[config.mk]
export PLATFORM = sky130hd
export DESIGN_NAME = mc_control_fsm
export DESIGN_NICKNAME = d
export VERILOG_FILES = /design/src/rtl/mc_control_fsm.sv
export SDC_FILE = /design/constraint.sdc
export NUM_CORES = 1
export LEC_CHECK = 0
export BUFFER_PORTS_ARGS = -buffer_cell sky130_fd_sc_hd__buf_2
export CORE_MARGIN = 2
export CORE_UTILIZATION = 40
export DETAILED_ROUTE_END_ITERATION = 8
export PLACE_DENSITY = 0.81
export SLEW_MARGIN = 15
export SYNTH_ARGS = -nofsm -noshare
export SYNTH_HDL_FRONTEND = slang
export SYNTH_SLANG_ARGS = --single-unit
export TNS_END_PERCENT = 30
[constraint.sdc]
create_clock -name i_clk -period 1.7 [get_ports i_clk]
set_clock_uncertainty 0.2 [all_clocks]
set_input_delay 0.425 -clock i_clk [delete_from_list [all_inputs] [get_ports i_clk]]
set_output_delay 0.425 -clock i_clk [all_outputs]
set_load 0.01 [all_outputs]
[src/rtl/mc_control_fsm.sv]
// rtl/mc_control_fsm.sv - multi-cycle RV32I control unit (optional MC_ILLEGAL_TRAP_EN adds TRAP state)
package pa_riscv;

    typedef enum logic [6:0] {
        OP_LW         = 7'b0000011,
        OP_I_TYPE_ALU = 7'b0010011,
        OP_SW         = 7'b0100011,
        OP_R_TYPE_ALU = 7'b0110011,
        OP_B_TYPE     = 7'b1100011,
        OP_JAL        = 7'b1101111
    } ty_OPERAND;

    typedef enum logic [1:0] {
        WD_ALU_OUTPUT_REG = 2'b00,
        WD_DATA_REG       = 2'b01,
        WD_ALU_RESULT     = 2'b10
    } ty_INPUT_TO_WRITEDATA;

    typedef enum logic [1:0] {
        SRCA_PC     = 2'b00,
        SRCA_OLD_PC = 2'b01,
        SRCA_RD1    = 2'b10
    } ty_ALU_SRC_A;

    typedef enum logic [1:0] {
        SRCB_RD2  = 2'b00,
        SRCB_IMM  = 2'b01,
        SRCB_FOUR = 2'b10
    } ty_ALU_SRC_B;

    typedef enum logic [1:0] {
        IMM_I = 2'b00,
        IMM_S = 2'b01,
        IMM_B = 2'b10,
        IMM_J = 2'b11
    } ty_IMM_SRC;

    typedef enum logic [3:0] {
        ALU_ADD = 4'b0000,
        ALU_SLT = 4'b0010,
        ALU_XOR = 4'b0100,
        ALU_OR  = 4'b0110,
        ALU_AND = 4'b0111,
        ALU_SUB = 4'b1000
    } ty_ALU_OP;

endpackage

module mc_control_fsm
    import pa_riscv::*;
(
    input  logic       i_clk,
    input  logic       i_rst_n,
    input  logic [6:0] i_opcode,
    input  logic [2:0] i_funct3,
    input  logic       i_funct7b5,
    input  logic       i_zero,
    output logic       o_pcWrite,
    output logic       o_adrSrc,
    output logic       o_memWrite,
    output logic       o_irWrite,
    output logic       o_regWrite,
    output logic [1:0] o_resultSrc,
    output logic [1:0] o_aluSrcA,
    output logic [1:0] o_aluSrcB,
    output logic [3:0] o_aluControl,
    output logic [1:0] o_immSrc,
`ifdef MC_ILLEGAL_TRAP_EN
    output logic       o_illegalInstr,
`endif
    output logic       o_instrDone
);

    typedef enum logic [3:0] {
        S_FETCH    = 4'd0,
        S_DECODE   = 4'd1,
        S_MEMADR   = 4'd2,
        S_MEMREAD  = 4'd3,
        S_MEMWB    = 4'd4,
        S_MEMWRITE = 4'd5,
        S_EXECUTER = 4'd6,
        S_EXECUTEI = 4'd7,
        S_JAL      = 4'd8,
        S_ALUWB    = 4'd9,
        S_BRANCH   = 4'd10,
        S_TRAP     = 4'd11
    } ty_STATE;

    ty_STATE    r_state;
    ty_STATE    w_next_state;

    logic       w_pc_update;
    logic       w_branch;
    logic       w_adr_src;
    logic       w_mem_write;
    logic       w_ir_write;
    logic       w_reg_write;
    logic [1:0] w_result_src;
    logic [1:0] w_alu_src_a;
    logic [1:0] w_alu_src_b;
    logic [3:0] w_alu_control;
    logic [1:0] w_imm_src;
    logic       w_instr_done;
`ifdef MC_ILLEGAL_TRAP_EN
    logic       w_illegal;
`endif

    // Only the ALU operations the datapath implements pass through; anything else collapses to ADD.
    function automatic logic [3:0] f_alu_decode(input logic [3:0] code);
        case (code)
            ALU_SUB, ALU_SLT, ALU_XOR, ALU_OR, ALU_AND: f_alu_decode = code;
            default:                                   f_alu_decode = ALU_ADD;
        endcase
    endfunction

    // State register; reset abandons any instruction in flight.
    always_ff @(posedge i_clk) begin
        if (!i_rst_n) begin
            r_state <= S_FETCH;
        end else begin
            r_state <= w_next_state;
        end
    end

    // Next-state and Moore outputs per state.
    always_comb begin
        w_next_state  = S_FETCH;
        w_pc_update   = 1'b0;
        w_branch      = 1'b0;
        w_adr_src     = 1'b0;
        w_mem_write   = 1'b0;
        w_ir_write    = 1'b0;
        w_reg_write   = 1'b0;
        w_result_src  = WD_ALU_OUTPUT_REG;
        w_alu_src_a   = SRCA_PC;
        w_alu_src_b   = SRCB_RD2;
        w_alu_control = ALU_ADD;
        w_instr_done  = 1'b0;
`ifdef MC_ILLEGAL_TRAP_EN
        w_illegal     = 1'b0;
`endif
        case (r_state)
            S_FETCH: begin
                w_ir_write   = 1'b1;
                w_alu_src_a  = SRCA_PC;
                w_alu_src_b  = SRCB_FOUR;
                w_result_src = WD_ALU_RESULT;
                w_pc_update  = 1'b1;
                w_next_state = S_DECODE;
            end
            S_DECODE: begin
                // Branch target is computed here so BRANCH can load it from the ALU output register.
                w_alu_src_a = SRCA_OLD_PC;
                w_alu_src_b = SRCB_IMM;
                case (i_opcode)
                    OP_LW, OP_SW:  w_next_state = S_MEMADR;
                    OP_R_TYPE_ALU: w_next_state = S_EXECUTER;
                    OP_I_TYPE_ALU: w_next_state = S_EXECUTEI;
                    OP_JAL:        w_next_state = S_JAL;
                    OP_B_TYPE:     w_next_state = S_BRANCH;
                    default: begin
`ifdef MC_ILLEGAL_TRAP_EN
                        w_next_state = S_TRAP;
`else
                        w_instr_done = 1'b1;
                        w_next_state = S_FETCH;
`endif
                    end
                endcase
            end
            S_MEMADR: begin
                w_alu_src_a  = SRCA_RD1;
                w_alu_src_b  = SRCB_IMM;
                w_next_state = (i_opcode == OP_SW) ? S_MEMWRITE : S_MEMREAD;
            end
            S_MEMREAD: begin
                w_adr_src    = 1'b1;
                w_result_src = WD_ALU_OUTPUT_REG;
                w_next_state = S_MEMWB;
            end
            S_MEMWB: begin
                w_result_src = WD_DATA_REG;
                w_reg_write  = 1'b1;
                w_instr_done = 1'b1;
                w_next_state = S_FETCH;
            end
            S_MEMWRITE: begin
                w_adr_src    = 1'b1;
                w_result_src = WD_ALU_OUTPUT_REG;
                w_mem_write  = 1'b1;
                w_instr_done = 1'b1;
                w_next_state = S_FETCH;
            end
            S_EXECUTER: begin
                w_alu_src_a   = SRCA_RD1;
                w_alu_src_b   = SRCB_RD2;
                w_alu_control = f_alu_decode({i_funct7b5, i_funct3});
                w_next_state  = S_ALUWB;
            end
            S_EXECUTEI: begin
                // instr[30] is part of the immediate for I-type, so it never selects SUB.
                w_alu_src_a   = SRCA_RD1;
                w_alu_src_b   = SRCB_IMM;
                w_alu_control = f_alu_decode({1'b0, i_funct3});
                w_next_state  = S_ALUWB;
            end
            S_JAL: begin
                w_alu_src_a  = SRCA_OLD_PC;
                w_alu_src_b  = SRCB_FOUR;
                w_result_src = WD_ALU_OUTPUT_REG;
                w_pc_update  = 1'b1;
                w_next_state = S_ALUWB;
            end
            S_ALUWB: begin
                w_result_src = WD_ALU_OUTPUT_REG;
                w_reg_write  = 1'b1;
                w_instr_done = 1'b1;
                w_next_state = S_FETCH;
            end
            S_BRANCH: begin
                w_alu_src_a   = SRCA_RD1;
                w_alu_src_b   = SRCB_RD2;
                w_alu_control = ALU_SUB;
                w_result_src  = WD_ALU_OUTPUT_REG;
                w_branch      = 1'b1;
                w_instr_done  = 1'b1;
                w_next_state  = S_FETCH;
            end
            S_TRAP: begin
`ifdef MC_ILLEGAL_TRAP_EN
                w_illegal    = 1'b1;
                w_next_state = S_TRAP;
`else
                w_next_state = S_FETCH;
`endif
            end
            default: begin
                w_next_state = S_FETCH;
            end
        endcase
    end

    // Immediate format follows the opcode directly so it is valid from DECODE onwards.
    always_comb begin
        w_imm_src = IMM_I;
        case (i_opcode)
            OP_SW:     w_imm_src = IMM_S;
            OP_B_TYPE: w_imm_src = IMM_B;
            OP_JAL:    w_imm_src = IMM_J;
            default:   w_imm_src = IMM_I;
        endcase
    end

    // While reset is low every strobe and select is held at zero, regardless of state.
    always_comb begin
        o_pcWrite    = i_rst_n & (w_pc_update | (w_branch & (i_zero ^ i_funct3[0])));
        o_adrSrc     = i_rst_n & w_adr_src;
        o_memWrite   = i_rst_n & w_mem_write;
        o_irWrite    = i_rst_n & w_ir_write;
        o_regWrite   = i_rst_n & w_reg_write;
        o_instrDone  = i_rst_n & w_instr_done;
        o_resultSrc  = i_rst_n ? w_result_src  : 2'b00;
        o_aluSrcA    = i_rst_n ? w_alu_src_a   : 2'b00;
        o_aluSrcB    = i_rst_n ? w_alu_src_b   : 2'b00;
        o_aluControl = i_rst_n ? w_alu_control : ALU_ADD;
        o_immSrc     = i_rst_n ? w_imm_src     : 2'b00;
`ifdef MC_ILLEGAL_TRAP_EN
        o_illegalInstr = i_rst_n & w_illegal;
`endif
    end

endmodule

# Word level (Yosys, flattened, before mapping)

Cells that the tools add are included.

Mux-type cells: 23
Reduce and logical (&&, ||, !) cells: 13
Eq/ne operators: 25
Bitwise operators: 9

Operators with widths:

| operator           | count |
|---|---|
| $pmux 4 s5         | 2 |
| $eq 4x3->1 const B | 7 |
| $eq 4x4->1 const B | 4 |
| $eq 7x6->1 const B | 2 |
| $eq 7x7->1 const B | 2 |
| $eq 4x2->1 const B | 3 |
| $pmux 2 s2         | 3 |
| $pmux 4 s3         | 1 |
| $reduce_or 4->1    | 3 |
| $reduce_or 2->1    | 5 |
| $eq 3x3->1 const B | 3 |
| $mux 2             | 4 |
| $mux 4             | 2 |
| $and 1x1->1        | 7 |
| $eq 7x2->1 const B | 1 |
| $eq 7x5->1 const B | 1 |
| $mux 1             | 7 |
| $mux 3             | 2 |
| $pmux 2 s3         | 1 |
| $reduce_or 3->1    | 2 |
| $reduce_or 6->1    | 1 |
| $reduce_or 5->1    | 1 |
| $eq 4x1->1 const B | 1 |
| $logic_not 4->1    | 1 |
| other kinds (4)    | 4 |

Word-level logic and storage cells: 71
Bits in registers: 4
Bits of input ports: 14

# Logic depth before layout (Yosys ltp)

Depth in word-level cells: 5
Mapped depth: 5
Gate-level depth less buffers: 3

# Least setup slack after synthesis

Ideal clock, no wire load.

Path type: register to output
Start point: register r_state[1]
End point: output o_resultSrc[1]
Setup slack: -321 ps
Arrival time: 1,396 ps
Data required time: 1,075 ps
Stages on the path, launching flop included: 6
Path through: dfxtp_1 -> buf_4 -> buf_6 -> nand2b_1 -> nor4_1 -> buf_4

Word-level cells in the longest chain between the ends: 3

Ends and longest elaborated chain:

| element                                       | line | source |
|---|---|---|
| start: declaration                            | 89   | `ty_STATE r_state;` |
| start signal: assignment                      | 121  | `r_state <= w_next_state;` |
| $eq 4x3->1 or $logic_not 4->1 (tied branches) | 142  | `case (r_state)` |
| $pmux 2 s2 *                                  | 142  |  |
| $mux 2 *                                      | 262  | `o_resultSrc = i_rst_n ? w_result_src : 2'b00;` |
| end: declaration                              | 63   | `output logic [1:0] o_resultSrc,` |

Every way passes the cells marked *; elsewhere a longest branch is shown, timed or not.

# Worst setup path in the final report

Start point: register r_state[1]
End point: output o_aluSrcB[0]

Word-level cells in the longest chain between the ends: 4

Ends and longest elaborated chain:

| element                                                      | line | source |
|---|---|---|
| $eq 4x3->1 (tied with other cells)                           | 142  |  |
| $reduce_or 3->1 (no line) or $reduce_or 2->1 (tied branches) | --   |  |
| $pmux 2 s2 *                                                 | 142  |  |
| $mux 2 *                                                     | 264  | `o_aluSrcB = i_rst_n ? w_alu_src_b : 2'b00;` |
| end: declaration                                             | 65   | `output logic [1:0] o_aluSrcB,` |

Marked as above.

==> flow_summary.ini <==
[timing]
rsz0062_at_grt = yes
timing.fmax_mhz = 503
final_critical_path_setup_slack_ns = -0.289
finalHoldViolCount = 0
post-route-min-period_ns = 1.99
setup_tns_ns = -3.49
finalHoldWorstSlack_ns = 0.390
worst_slew_margin_rel = 0.741
maxSlewViolCount = 0
setup-violations-final = 18
tightestPinTransition_ns = 0.384
min_period_over_period = 1.17

[finish]
layout_commonest_cell = sky130_fd_sc_hd__buf_4
syn_to_final_growth_pct = 89.5
layout.nets = 175
top_reg_by_flops = r_state
area.sequential_um2 = 92.6
mostFrequentLayoutCells = sky130_fd_sc_hd__buf_4, sky130_fd_sc_hd__buf_2, sky130_fd_sc_hd__nand2_1, sky130_fd_sc_hd__nor2_1, sky130_fd_sc_hd__a21oi_1
layout.core_utilization = 0.826
biggestRegsByFlops = r_state x4
antenna_diode_count = 0
final_cell_count_no_fill = 175
fill_cells = 102
layout.cell_area.non_filler_mm2 = 0.00126
multiInputGateArea_um2 = 636
drive_gt1_frac = 0.635
max_ffs_per_register = 4

[job]
max-cap-violations = 0

[placed_design]
cells_after_dpl = 164
area_of_placed_instances_mm2 = 0.00107
gpl.final_weighted_congestion = 0.873
place.port_buffers = 31
detailedPlacementHpwl_um = 1750
dpl_worst_slack_ns = -0.246

[clocking]
tritoncts = built
clock_tree.root_cell = sky130_fd_sc_hd__clkbuf_4
cts_buffers = 3
cts_num_sinks = 4
clock_latency_ns = 0.24
cts_hold_repair.buffers = 0
clk_transition_reported_paths_ns = 0.04
cts_buffer_depth = 2
ctsHtreeMaxLevel = 1

[setup_path]
cp.buffers_inverters = 3
critical_path.cell_chain = buf_12 > buf_4 > nor3b_2 > a21oi_1 > nor2b_1 > buf_2
worst-path-stages = 6
critPathCaptureType = output pin
worst_path_slowest_cell = sky130_fd_sc_hd__dfxtp_4
worstPathMaxFanout = 6
path_class = reg -> out
timing.critical_path.arrival_ns = 1.36
crit_family = buffers and inverters
start_kind = flip-flop
worst-endpoint-required_ns = 1.07
capturing_point_of_the_worst_reg2reg_path = r_state[2]$_SDFF_PN0_
r2r_start = r_state[1]$_SDFF_PN0_
delay_of_the_slowest_critical_path_stage_ns = 0.35
worst-r2r-cell-count = 5
reg2reg_setup_slack_ns = 0.04

[outcome]
run_status = finished, violations left
violations = negative setup slack

[floorplan]
ioPinCount = 32
rows = 14
core-area_mm2 = 0.00152
initial_core_util = 0.436
die_w_um = 44.8
fp.dieH_um = 44.8
die-area_mm2 = 0.00200

[pwr]
pwr_per_cell_area_mw_per_mm2 = 321
power.share.sequential = 0.243
p_switching_mw = 0.139
pwr-share-clk = 0.305
vdd_drop_max_uv = 502
internal-power_mw = 0.265
power.leakage_nw = 0.591
power_mw = 0.404
combinationalPowerShare = 0.452
p_sw_frac = 0.344

[synth]
synth_edf_count = 0
syn_avg_cell_area_um2 = 6.92
postSynthCellCount = 96
synth.cell_area_um2 = 664
ys_dominant_reg_cell = sky130_fd_sc_hd__dfxtp_1
ys_ff_latch = 4
yosysWarningCount = 0
synth_fp_nets = 110
fraction_of_synthesis_flops_using_an_asynchronous_set_or_reset_pin = 0
yosysSeqAreaShare = 0.121
post_synth_num_cell_types = 36

[route]
post_drt_via_cell_ratio = 5.69
vias = 995
post-route-drc-count = 0
drt-wirelength-per-cell_um = 16.1
antenna_violating_nets_post_route = 0
drt_iter0_drc = 24
wl_um = 2810
drtPass1Iterations = 4

[global_routing]
residual_overflow_from_global_routing = 0
grt_pass1_wl_um = 3720
grt_antenna_before_repair = 0
vias_in_the_first_global_route = 894
pin_count_of_the_biggest_net_entering_global_routing = 12
grtUsageTotal = 0.251

[min_path]
hp-start = i_opcode[5]
holdPathEnd = r_state[0]$_SDFF_PN0_
hold_path_depth = 5
hold_path.class = in -> reg
-- cells in the mapped netlist, types with 2 or more instances --
cell type	n	area (um2)
sky130_fd_sc_hd__a21oi_1	9	45.0
sky130_fd_sc_hd__nand2_1	7	26.3
sky130_fd_sc_hd__nand4_1	4	25.0
sky130_fd_sc_hd__nor4bb_1	2	20.0
sky130_fd_sc_hd__nand2b_1	5	31.3
sky130_fd_sc_hd__nor3_1	5	25.0
sky130_fd_sc_hd__nor3b_1	3	22.5
sky130_fd_sc_hd__nor2_1	7	26.3
sky130_fd_sc_hd__nor2b_1	7	43.8
sky130_fd_sc_hd__nand3_1	5	25.0
sky130_fd_sc_hd__o21ai_0	3	15.0
sky130_fd_sc_hd__xnor2_1	3	26.3
sky130_fd_sc_hd__and4b_1	2	20.0
sky130_fd_sc_hd__inv_1	3	11.3
sky130_fd_sc_hd__and2_1	2	12.5
sky130_fd_sc_hd__buf_4	3	22.5
sky130_fd_sc_hd__buf_2	4	20.0
sky130_fd_sc_hd__dfxtp_1	4	80.1
-- layer usage --
layer,track usage,vias up,part of all wire
met5,0,-,0
met4,0.0303,0,0.0050
met3,0.0560,2,0.050
met2,0.530,40,0.55
met1,0.246,478,0.39
li1,-,475,-
-- power by group through the flow --
| stage | registers, mW | clock network, mW | logic, mW |
|---|---|---|---|
| 6_report | 0.0982 | 0.123 | 0.182 |
| 5_1_grt | 0.0987 | 0.132 | 0.193 |
| 4_1_cts | 0.0983 | 0.120 | 0.166 |
| 3_5_place_dp | 0.102 | 0 | 0.160 |
| 3_3_place_gp | 0.102 | 0 | 0.153 |
| 2_1_floorplan | 0.0990 | 0 | 0.0792 |
-- worst max-delay path by stage --
stage                           from              to
6_report       r_state[1]$_SDFF_PN0_    o_aluSrcB[0]
5_1_grt        r_state[2]$_SDFF_PN0_     o_instrDone
4_1_cts        r_state[2]$_SDFF_PN0_     o_instrDone
3_5_place_dp             i_opcode[6]     o_instrDone
3_3_place_gp             i_opcode[6]     o_instrDone
2_1_floorplan  r_state[1]$_SDFF_PN0_  o_resultSrc[1]
-- what timing repair did --
| item | in CTS | in global routing |
|---|---|---|
| gates resized for setup | 12 | 19 |
| setup endpoints to repair | 18 | 18 |
| pin swaps | 3 | 3 |
| setup buffers | 2 | 6 |
-- cells by family after synthesis --
logic type,share of synthesized area
buffers and inverters,0.104
AND/OR/NAND/NOR,0.524
XOR/XNOR,0.0527
multiplexers,0.0151
AO/OA/AOI/OAI,0.185
flip-flops,0.121
-- worst min-delay path, stage by stage --
cell and delay, ns:
sky130_fd_sc_hd__buf_2 0.08, sky130_fd_sc_hd__buf_4 0.10, sky130_fd_sc_hd__nor2b_1 0.04, sky130_fd_sc_hd__nand4_1 0.07
sky130_fd_sc_hd__a21oi_1 0.06
-- area by class of cell --
| cell class | count | share of cell area |
|---|---|---|
| Tap cell | 16 | 0.0159 |
| Timing Repair Buffer | 69 | 0.379 |
| Inverter | 3 | 0.00895 |
| Multi-Input combinational cell | 80 | 0.505 |
| Sequential cell | 4 | 0.0736 |
| Clock buffer | 3 | 0.0179 |
No activity file was read; power rests on OpenSTA's default activity.
